File: config.mk
export PLATFORM = sky130hd
export DESIGN_NAME = univ_shift_reg
export DESIGN_NICKNAME = d
export VERILOG_FILES = /design/src/rtl/univ_shift_pkg.sv /design/src/rtl/univ_shift_dp.sv /design/src/rtl/univ_shift_reg.sv
export SDC_FILE = /design/constraint.sdc
export NUM_CORES = 1
export LEC_CHECK = 0
export CAP_MARGIN = 20
export CORE_MARGIN = 5
export CORE_UTILIZATION = 53
export DETAILED_ROUTE_END_ITERATION = 8
export PLACE_DENSITY = 0.91
export SYNTH_ARGS = -nofsm -noshare
export SYNTH_HDL_FRONTEND = slang
export SYNTH_SLANG_ARGS = --single-unit
File: constraint.sdc
create_clock -name clk -period 4.2 [get_ports clk]
set_clock_uncertainty 0.15 [all_clocks]
set_input_delay 0.84 -clock clk [delete_from_list [all_inputs] [get_ports clk]]
set_output_delay 0.84 -clock clk [all_outputs]
set_load 0.005 [all_outputs]
File: src/rtl/univ_shift_pkg.sv
// Shared types for the universal shift register: command codes and FSM states.
package univ_shift_pkg;

  typedef enum logic [2:0] {
    MODE_HOLD  = 3'd0,
    MODE_LOAD  = 3'd1,
    MODE_SHL   = 3'd2,
    MODE_SHR   = 3'd3,
    MODE_ROL   = 3'd4,
    MODE_ROR   = 3'd5,
    MODE_ASR   = 3'd6,
    MODE_CLEAR = 3'd7
  } mode_e;

  typedef enum logic [0:0] {
    ST_IDLE  = 1'b0,
    ST_SHIFT = 1'b1
  } state_e;

  // True for the codes that move bits (and therefore run for `amount` edges).
  function automatic logic is_shift_mode(input mode_e m);
    logic r;
    case (m)
      MODE_SHL, MODE_SHR, MODE_ROL, MODE_ROR, MODE_ASR: r = 1'b1;
      default:                                          r = 1'b0;
    endcase
    return r;
  endfunction

endpackage

File: src/rtl/univ_shift_dp.sv
// Datapath of the universal shift register: q register, shifted-out bit
// register and the next-value mux selected by the effective operation.
module univ_shift_dp
  import univ_shift_pkg::*;
#(
  parameter int WIDTH = 8
) (
  input  logic             clk,
  input  logic             rstn,
  input  logic             en,
  input  mode_e            op,
  input  logic [WIDTH-1:0] d,
  input  logic             sin,
  output logic [WIDTH-1:0] q,
  output logic             sout
);

  logic [WIDTH-1:0] q_r;
  logic [WIDTH-1:0] q_nxt_s;
  logic             sout_r;
  logic             sout_nxt_s;

  // Next-value mux; sout only moves when a bit actually leaves the register.
  always_comb begin
    q_nxt_s    = q_r;
    sout_nxt_s = sout_r;
    if (en) begin
      case (op)
        MODE_HOLD:  q_nxt_s = q_r;
        MODE_LOAD:  q_nxt_s = d;
        MODE_SHL: begin
          q_nxt_s    = {q_r[WIDTH-2:0], sin};
          sout_nxt_s = q_r[WIDTH-1];
        end
        MODE_SHR: begin
          q_nxt_s    = {sin, q_r[WIDTH-1:1]};
          sout_nxt_s = q_r[0];
        end
        MODE_ROL: begin
          q_nxt_s    = {q_r[WIDTH-2:0], q_r[WIDTH-1]};
          sout_nxt_s = q_r[WIDTH-1];
        end
        MODE_ROR: begin
          q_nxt_s    = {q_r[0], q_r[WIDTH-1:1]};
          sout_nxt_s = q_r[0];
        end
        MODE_ASR: begin
          q_nxt_s    = {q_r[WIDTH-1], q_r[WIDTH-1:1]};
          sout_nxt_s = q_r[0];
        end
        MODE_CLEAR: q_nxt_s = '0;
        default:    q_nxt_s = q_r;
      endcase
    end else begin
      q_nxt_s    = q_r;
      sout_nxt_s = sout_r;
    end
  end

  // Data and shifted-out bit registers.
  always_ff @(posedge clk or negedge rstn) begin
    if (!rstn) begin
      q_r    <= '0;
      sout_r <= 1'b0;
    end else begin
      q_r    <= q_nxt_s;
      sout_r <= sout_nxt_s;
    end
  end

  assign q    = q_r;
  assign sout = sout_r;

endmodule

File: src/rtl/univ_shift_reg.sv
// Universal shift register: accepts a command, runs multi-position shifts one
// position per clock, reports busy while shifting and pulses done at the end.
module univ_shift_reg
  import univ_shift_pkg::*;
#(
  parameter int WIDTH = 8,
  parameter int CNT_W = $clog2(WIDTH + 1)
) (
  input  logic             clk,
  input  logic             rstn,
  input  logic             start,
  input  logic [2:0]       mode,
  input  logic [CNT_W-1:0] amount,
  input  logic [WIDTH-1:0] d,
  input  logic             sin,
  output logic [WIDTH-1:0] q,
  output logic             sout,
  output logic             busy,
  output logic             done
);

  state_e           state_r;
  state_e           state_nxt_s;
  logic [CNT_W-1:0] cnt_r;
  logic [CNT_W-1:0] cnt_nxt_s;
  mode_e            mode_r;
  mode_e            mode_nxt_s;
  logic             busy_r;
  logic             busy_nxt_s;
  logic             done_r;
  logic             done_nxt_s;
  mode_e            mode_in_s;
  logic [CNT_W-1:0] n_s;
  logic             dp_en_s;
  mode_e            dp_mode_s;

  assign mode_in_s = mode_e'(mode);
  // Oversized requests collapse to a full-width shift.
  assign n_s = (amount > CNT_W'(WIDTH)) ? CNT_W'(WIDTH) : amount;

  // Next-state, counter, mode latch and datapath control.
  always_comb begin
    state_nxt_s = state_r;
    cnt_nxt_s   = cnt_r;
    mode_nxt_s  = mode_r;
    busy_nxt_s  = 1'b0;
    done_nxt_s  = 1'b0;
    dp_en_s     = 1'b0;
    dp_mode_s   = MODE_HOLD;
    case (state_r)
      ST_IDLE: begin
        if (start) begin
          done_nxt_s = 1'b1;
          if (is_shift_mode(mode_in_s)) begin
            if (n_s == CNT_W'(0)) begin
              dp_en_s = 1'b0;
            end else if (n_s == CNT_W'(1)) begin
              dp_en_s   = 1'b1;
              dp_mode_s = mode_in_s;
            end else begin
              // First shift happens now; the rest run from the latched mode.
              dp_en_s     = 1'b1;
              dp_mode_s   = mode_in_s;
              done_nxt_s  = 1'b0;
              busy_nxt_s  = 1'b1;
              state_nxt_s = ST_SHIFT;
              cnt_nxt_s   = n_s - CNT_W'(1);
              mode_nxt_s  = mode_in_s;
            end
          end else begin
            dp_en_s   = 1'b1;
            dp_mode_s = mode_in_s;
          end
        end else begin
          dp_en_s = 1'b0;
        end
      end
      ST_SHIFT: begin
        dp_en_s   = 1'b1;
        dp_mode_s = mode_r;
        if (cnt_r == CNT_W'(1)) begin
          state_nxt_s = ST_IDLE;
          cnt_nxt_s   = '0;
          done_nxt_s  = 1'b1;
        end else begin
          cnt_nxt_s  = cnt_r - CNT_W'(1);
          busy_nxt_s = 1'b1;
        end
      end
      default: begin
        state_nxt_s = ST_IDLE;
        cnt_nxt_s   = '0;
      end
    endcase
  end

  // Control state registers; reset aborts any command in flight.
  always_ff @(posedge clk or negedge rstn) begin
    if (!rstn) begin
      state_r <= ST_IDLE;
      cnt_r   <= '0;
      mode_r  <= MODE_HOLD;
      busy_r  <= 1'b0;
      done_r  <= 1'b0;
    end else begin
      state_r <= state_nxt_s;
      cnt_r   <= cnt_nxt_s;
      mode_r  <= mode_nxt_s;
      busy_r  <= busy_nxt_s;
      done_r  <= done_nxt_s;
    end
  end

  univ_shift_dp #(.WIDTH(WIDTH)) u_dp (
    .clk  (clk),
    .rstn (rstn),
    .en   (dp_en_s),
    .op   (dp_mode_s),
    .d    (d),
    .sin  (sin),
    .q    (q),
    .sout (sout)
  );

  assign busy = busy_r;
  assign done = done_r;

endmodule
; Word level (Yosys, flattened, before mapping)
; Cells that the tools add are included.
[totals]
register_bits = 18
in_bits = 19
out_inout_bits = 11
wordCells = 76
[classes]
n_addsub = 2
magnitude_cmp = 1
eq_ne = 18
muxes = 32
n_bitwise = 5
n_reduce_logical = 11
[op_table]
columns = op, n
row1 = 8-bit case mux with 7 select lines, 1
row2 = 4-bit two-way mux, 6
row3 = 3-bit == test (second input constant), 7
row4 = 1-bit two-way mux, 16
row5 = 3-bit by 2-bit == test with 1-bit output (second input constant), 4
row6 = 3-bit two-way mux, 3
row7 = 4-bit by 1-bit == test with 1-bit output (second input constant), 2
row8 = 2-bit != test (second input constant), 4
row9 = 1-bit case mux with 2 select lines, 4
row10 = 4-bit case mux with 2 select lines, 1
row11 = 4-bit by 1-bit subtractor with 4-bit output (second input constant), 2
row12 = 3-bit case mux with 2 select lines, 1
row13 = 1-bit inverter, 5
row14 = 5-bit AND reduction, 1
row15 = 5-bit OR reduction, 1
row16 = 4-bit > comparator (second input constant), 1
row17 = 4-bit logical NOT, 1
row18 = 2-bit AND reduction, 2
row19 = 4-bit AND reduction, 1
row20 = 3-bit by 1-bit == test with 1-bit output (second input constant), 1
row21 = 3-bit logical NOT, 1
row22 = 3-bit AND reduction, 1
row23 = 3-bit OR reduction, 1
row24 = 2-bit nonzero test, 1
row25 = 2-bit OR reduction, 1

; Depth between registers and ports, before layout
; Gate-level depths: netlist of the first run.
[logic_depth]
ltp_word = 12
ltp_mapped = 7
mapped_depth_nobuf = 7

; Hierarchy
; From an unflattened synthesis of the first run, not the netlist that was laid out.
[unflattened]
hier_cells = 150
hier_area_um2 = 1340.0
[by_module_without_submodules]
columns = mod, n_inst, cells_per_inst, area_each_um2, seq_area_each_um2
row1 = univ_shift_dp, 1, 82, 721.9, 225.2
row2 = univ_shift_reg, 1, 68, 618.1, 225.2

; Worst setup path before layout of the first run
; OpenSTA, ideal clock, no wires.
[synth_timing]
path_type = input to register
start = in amount[0]
end = reg mode_r[0]
setup_time_ns = 0.125
t_arrival_ns = 2.320
required_time_ns = 3.925
path_slack_ns = 1.605
stages = 7
path_buffers = 0
path_cell_list = nor2b_1 > inv_1 > ha_1 > o21ai_0 > nand4_2 > nor2_1 > mux2_2
[synth_between]
elab_chain_len = 5
elab_cells_between_ends = 7
classes_between = order compare: 1 / eq/ne: 1 / mux: 1 / bitwise: 2 / reduce/logical: 2
[synth_lines]
columns = item, line
row1 = start: declaration, univ_shift_reg.sv:13  ; input logic [CNT_W-1:0] amount,
row2 = 4-bit > comparator, univ_shift_reg.sv:39  ; assign n_s = (amount > CNT_W'(WIDTH)) ? CNT_W'(WIDTH) : amount;
row3 = 4-bit two-way mux (*), univ_shift_reg.sv:39
row4 = 4-bit by 1-bit == test with 1-bit output or 4-bit logical NOT (tied branches), "univ_shift_reg.sv:57, univ_shift_reg.sv:55"
row5 = 1-bit inverter (no line), -
row6 = 5-bit AND reduction (no line) (*), -
row7 = end signal: assignment, univ_shift_reg.sv:108  ; mode_r <= mode_nxt_s;
row8 = end: declaration, univ_shift_reg.sv:26  ; mode_e mode_r;
; Every way passes the cells marked *; elsewhere a longest branch is shown, timed or not.
; A chain may end at the register's enable or synchronous reset.

; Worst setup path after layout of the first run
[layout_timing]
start = in amount[0]
end = reg mode_r[2]
; The elaborated chain is that of the path after synthesis.

==> run metrics, run 1 <==
Nets 180; # diodes 0; Post-Syn Nets 150; Initial DRT Pass Iterations 4; DRT antenna net count 0; Yosys warnings 0; Layout area overhead 25.5%; Root Buffer Master clkbuf_4; Comb pwr share 0.600; DRC errors left 0; Leak 0.666 nW; Slowest cell on crit path clkdlybuf4s50_1; minimum clock period after layout 2960 ps; Syn Area/Cell 10.3 sq um; count of final setup violators 0; unrepaired setup endpoints after global routing false; Post-DP HPWL 2370 um; # Max-Cap Violations 0; I/O pins 30; Max Clock Freq 338 MHz; asr flop ratio synth 1.00; Mapped Area 1310 sq um; chip height 59.7 um; Fillers 199; Max FO, Critical Path 6; die area 3560 sq um; CTS tree done; cts bufs inserted 3; Clock Tree Buf Depth 2; worst hold path type reg2reg; core area 2410 sq um; Final Wtd Congestion 0.861; H-tree depth 1; violation count after the first detailed-route iteration 28; Total Power 1.26 mW; Flop pwr share 0.313; worst-margin pin slew 969 ps; GRT Residual Overflow 0; post-CTS setup buffer count 0; largest net degree at the start of global routing 27; layout cells sized above 1 0.199; sum of negative setup slack 0 ps; Sink Count 18; Initial Utilization 0.543; Post-synth EDFFs 0; Critical Path AT 3010 ps; peak supply drop 0.462 mV; final worst-path cycle share 0.705; net switching share of the total power 0.405; outcome finished, final reports clean; initial antenna violation count 0; clock latency on the worst-skew pair 300 ps; post-synthesis sequential area ratio 0.344; Pwr Density 771 nW/um^2; post-CTS resize count 0; Cell Rows 18; post-synthesis cell type count 41; Critical Path Sink Type register; Yosys reg bits 18; sw power 512 uW; Pint 753 uW; critical setup path kind in2reg; WL/cell 16.6 um; clock group share of total power 0.087; Synth Flop Type dfrtp_1; first-pass GRT wire length 5190 um; Worst Path Required 4250 ps; Port Buffer Count 29; Post-Route WL 3080 um; number of global-route vias before repair 1216; final hold viol count 0; CP max stage delay 470 ps; fin. max-slew vios 0; CTS clock-pin slew for the worst setup and hold paths 110 ps; CP Launch Type input pin; Vias 1153; Total GRT Usage 0.192; slew margin rel. 0.354; critical path, cell by cell clkdlybuf4s50_1, nor2b_1, inv_1, ha_1, o21ai_0, nand4_2, nor2_1, mux2_2; DIE WIDTH 59.7 um; hold buffers post-CTS 0; via/cell ratio 6.20; Post-Synthesis Cells 127
==> power by group through the flow <==
stage / combinational, mW / sequential, mW / clock [mW]
after global routing: 0.836 / 0.409 / 0.123
after CTS: 0.764 / 0.395 / 0.113
after global placement: 0.727 / 0.390 / 0
after detailed placement: 0.763 / 0.398 / 0
final: 0.759 / 0.395 / 0.110
after floorplan: 0.596 / 0.344 / 0
==> state kept, by name, summed over array words and instances, names as in the netlist <==
name	count
u_dp.sout	1
mode_r	3
cnt_r	4
done	1
busy	1
u_dp.q	8
==> placed cells by master, fill, tap and decap left out, drive strengths merged, types with 4 or more instances in the layout <==
cell	n
inv	6
clkdlybuf4s50	29
mux2	9
a221o	6
ha	4
nor2	11
nand2	6
clkbuf	4
nand3	4
mux2i	8
nor3	6
o221a	7
dfrtp	18
a21oi	8
o21ai	6
==> final timing paths <==
path	start	end	slack, ps	depth (start not counted)
worst max-delay path	amount[0]	mode_r[2]	1240	8
min in group asynchronous	rstn	u_dp.q[1]	870	1
max in group asynchronous	rstn	u_dp.q[4]	2500	1
worst min-delay path	u_dp.sout	u_dp.sout	380	2
worst min register to register	u_dp.sout	u_dp.sout	380	2
worst max register to register	busy	u_dp.q[2]	1660	5
==> layout make-up <==
class                   count  area (sq um)  area share
clock buffers               4          36.3      0.0221
inverters                   6          22.5      0.0137
multi-input cells          99           803       0.490
flip-flops and latches     18           450       0.275
well taps                  30          37.5      0.0229
repair buffers             29           290       0.177
==> per-stage QoR <==
step | hold slack [ps] | cell area (sq um) | std cells | worst slack, ps | util
after floorplan | 352 | 1310 | 127 | 1600 | -
after global placement | 349 | 1600 | 182 | 1040 | 0.666
after detailed placement | 362 | 1600 | 182 | 892 | 0.666
after CTS | 387 | 1640 | 186 | 1230 | 0.681
after global routing | 450 | 1640 | 186 | 1110 | 0.681
final | 379 | 1640 | 186 | 1240 | 0.681
==> cells by family after synthesis <==
family	Yosys count	share of synthesized area
adders and majority gates	4	0.0383
xor gates and xnor gates	3	0.0258
AOI/OAI and AO/OA	34	0.214
muxes	17	0.160
buffers and inverters	10	0.0411
DFF	18	0.344
and+or+nand+nor	41	0.176
==> cell usage after synthesis (2+ instances only) <==
library cell / number / area (sq um)
dfrtp_1: 18 / 450
nor2_1: 10 / 37.5
a21oi_1: 7 / 35.0
mux2_2: 7 / 78.8
o221a_2: 7 / 78.8
a221o_1: 6 / 60.1
inv_1: 6 / 22.5
nand2_1: 6 / 22.5
mux2i_1: 5 / 50.1
nor3_1: 5 / 25.0
o21ai_0: 5 / 25.0
ha_1: 4 / 50.1
nand3_1: 4 / 20.0
nand2b_1: 3 / 18.8
a211oi_1: 2 / 15.0
buf_6: 2 / 22.5
mux2_4: 2 / 30.0
mux2i_2: 2 / 27.5
nor2b_1: 2 / 12.5
nor3b_1: 2 / 15.0
xnor2_1: 2 / 17.5
==> per-layer routing <==
layer | share of wire | global-route usage
met5 | 0 | 0
met4 | 0.036 | 0.120
met3 | 0.062 | 0.0281
met2 | 0.51 | 0.340
met1 | 0.40 | 0.211
==> critical path: cells and delay by family <==
family	cells	cell delay [ps]
simple gates	3	720
buf+inv	2	560
mux	1	370
compound gates	1	260
fa+ha+maj	1	250
Note: power is estimated with default switching activity, not from simulation.
==> inputs of run 2 (changes only) <==
--- a/config.mk
+++ b/config.mk
@@ -7,9 +7,9 @@
 export LEC_CHECK = 0
 export CAP_MARGIN = 20
 export CORE_MARGIN = 5
-export CORE_UTILIZATION = 53
+export CORE_UTILIZATION = 50
 export DETAILED_ROUTE_END_ITERATION = 8
-export PLACE_DENSITY = 0.91
+export PLACE_DENSITY = 0.87
 export SYNTH_ARGS = -nofsm -noshare
 export SYNTH_HDL_FRONTEND = slang
 export SYNTH_SLANG_ARGS = --single-unit
==> constraint.sdc (replaced) <==
create_clock -name clk -period 3 [get_ports clk]
set_clock_uncertainty 0.15 [all_clocks]
set_input_delay 0.6 -clock clk [delete_from_list [all_inputs] [get_ports clk]]
set_output_delay 0.6 -clock clk [all_outputs]
set_load 0.005 [all_outputs]
==> run 2 against run 1 <==
Total power increased by 41%. Core utilization decreased by 1.9 points. Clock power increased by 42%. Non-clock buffer count increased by 2. Global-route usage decreased by 1.1 points. Worst setup slack got worse by 800 ps. Count of clock-buffer cells in the layout unchanged. Sequential cell count unchanged. Sequential share of layout area decreased by 0.25 points. Cell area increased by 0.92%. Via count decreased by 3.6%. Critical endpoint is now mode_r[0].
==> run metrics, run 2 (synthesized netlist as in run 1, its figures left out) <==
Post-Route WL 3000 um; Cell Rows 18; # diodes 0; DRT antenna net count 0; Worst Path Required 3050 ps; cells on worst reg2reg path 5; number of global-route vias before repair 1108; via/cell ratio 5.91; Clock Tree Buf Depth 2; count of final setup violators 0; Final Instance Area 1660 sq um; DIE WIDTH 61.1 um; Leak 0.675 nW; fin. max-slew vios 0; hold buffers post-CTS 0; initial antenna violation count 0; WHS Endpoint u_dp.sout; largest net degree at the start of global routing 19; CTS clock-pin slew for the worst setup and hold paths 120 ps; die area 3740 sq um; Port Buffer Count 29; fin util 0.662; FF-to-FF setup slack 630 ps; Hold Crit Depth 2; Final Wtd Congestion 0.830; H-tree depth 1; Nets 182; I/O pins 30; cts bufs inserted 3; Post-Place Cells 184; Non-Filler Instances 188; RR Endpoint u_dp.q[2]; Pwr Density 1080 nW/um^2; Total GRT Usage 0.181; minimum clock period after layout 2560 ps; Critical Path AT 2610 ps; final worst-path cycle share 0.853; DRC errors left 0; dpl ws 112 ps; chip height 61.1 um; peak supply drop 0.667 mV; slew margin rel. 0.470; DP Area 1620 sq um; most common cell after layout, fill and taps aside clkdlybuf4s50_1; final hold viol count 0; # Max-Cap Violations 0; Sink Count 18; max reg flops 8; hold path startpoint u_dp.sout; critical setup path kind in2reg; Layout area overhead 26.6%; Initial Utilization 0.523; Critical Path Sink Type register; layout cells sized above 1 0.209; CTS tree done; worst hold path type reg2reg; Max Clock Freq 391 MHz; outcome finished, final reports clean; Vias 1112; post-CTS setup buffer count 0; Post-DP HPWL 2380 um; violation count after the first detailed-route iteration 28; core area 2500 sq um; unrepaired setup endpoints after global routing false; Total Power 1.78 mW; Final Hold Slack 408 ps; sum of negative setup slack 0 ps; worst-margin pin slew 793 ps; first-pass GRT wire length 4940 um; worst r2r src busy; WL/cell 15.9 um; GRT Residual Overflow 0; Max FO, Critical Path 4; post-CTS resize count 0; Fillers 203; most frequent cells in the layout clkdlybuf4s50_1 (29), dfrtp_1 (18), nor2_1 (10); clock latency on the worst-skew pair 300 ps; final setup margin 442 ps; CP Launch Type input pin; Initial DRT Pass Iterations 4; Root Buffer Master clkbuf_4
run 2: routing by layer:
metal  part of all wire  up-vias  track usage
met1               0.43      539        0.196
met2               0.50       26        0.334
met3              0.053        7       0.0314
li1                   -      540            -
met5                  0        -            0
met4              0.022        0       0.0929
run 2: critical path, cell delays in order:
cell	delay, ps
clkdlybuf4s50_1	470
nor2b_1	180
inv_1	80
ha_1	250
o21ai_0	280
nand4_2	140
nor2_1	230
mux2_2	380
run 2: worst max-delay path by stage:
stage / end / slack [ps] / startpoint / cells past startpoint
final: mode_r[0] / 440 / amount[0] / 8
after detailed placement: mode_r[0] / 110 / amount[0] / 8
after global routing: mode_r[0] / 280 / amount[0] / 8
after CTS: mode_r[0] / 460 / amount[0] / 8
after floorplan: mode_r[0] / 640 / amount[0] / 7
after global placement: mode_r[0] / 250 / amount[0] / 8
run 2: report_power, final:
part | leakage (nW) | switching (mW) | internal, mW
Sequential | 0.209 | 0.171 | 0.368
Combinational | 0.445 | 0.467 | 0.619
Clock | 0.0210 | 0.0819 | 0.0740
Total | 0.675 | 0.720 | 1.06
run 2: layout make-up:
class,instances,area [sq um],area share
clock buffer,4,36.3,0.0219
sequential,18,450,0.272
inverter,6,22.5,0.0136
multi-input combinational,99,803,0.485
tap,30,37.5,0.0227
timing repair buffer,31,305,0.184
==> inputs of run 3 (changes only) <==
--- a/config.mk
+++ b/config.mk
@@ -5,6 +5,7 @@
 export SDC_FILE = /design/constraint.sdc
 export NUM_CORES = 1
 export LEC_CHECK = 0
+export ABC_CLOCK_PERIOD_IN_PS = 3000
 export CAP_MARGIN = 20
 export CORE_MARGIN = 5
 export CORE_UTILIZATION = 50
==> results of run 3 <==
Same layout as run 2: the final DEF is identical, and so are final timing and power.
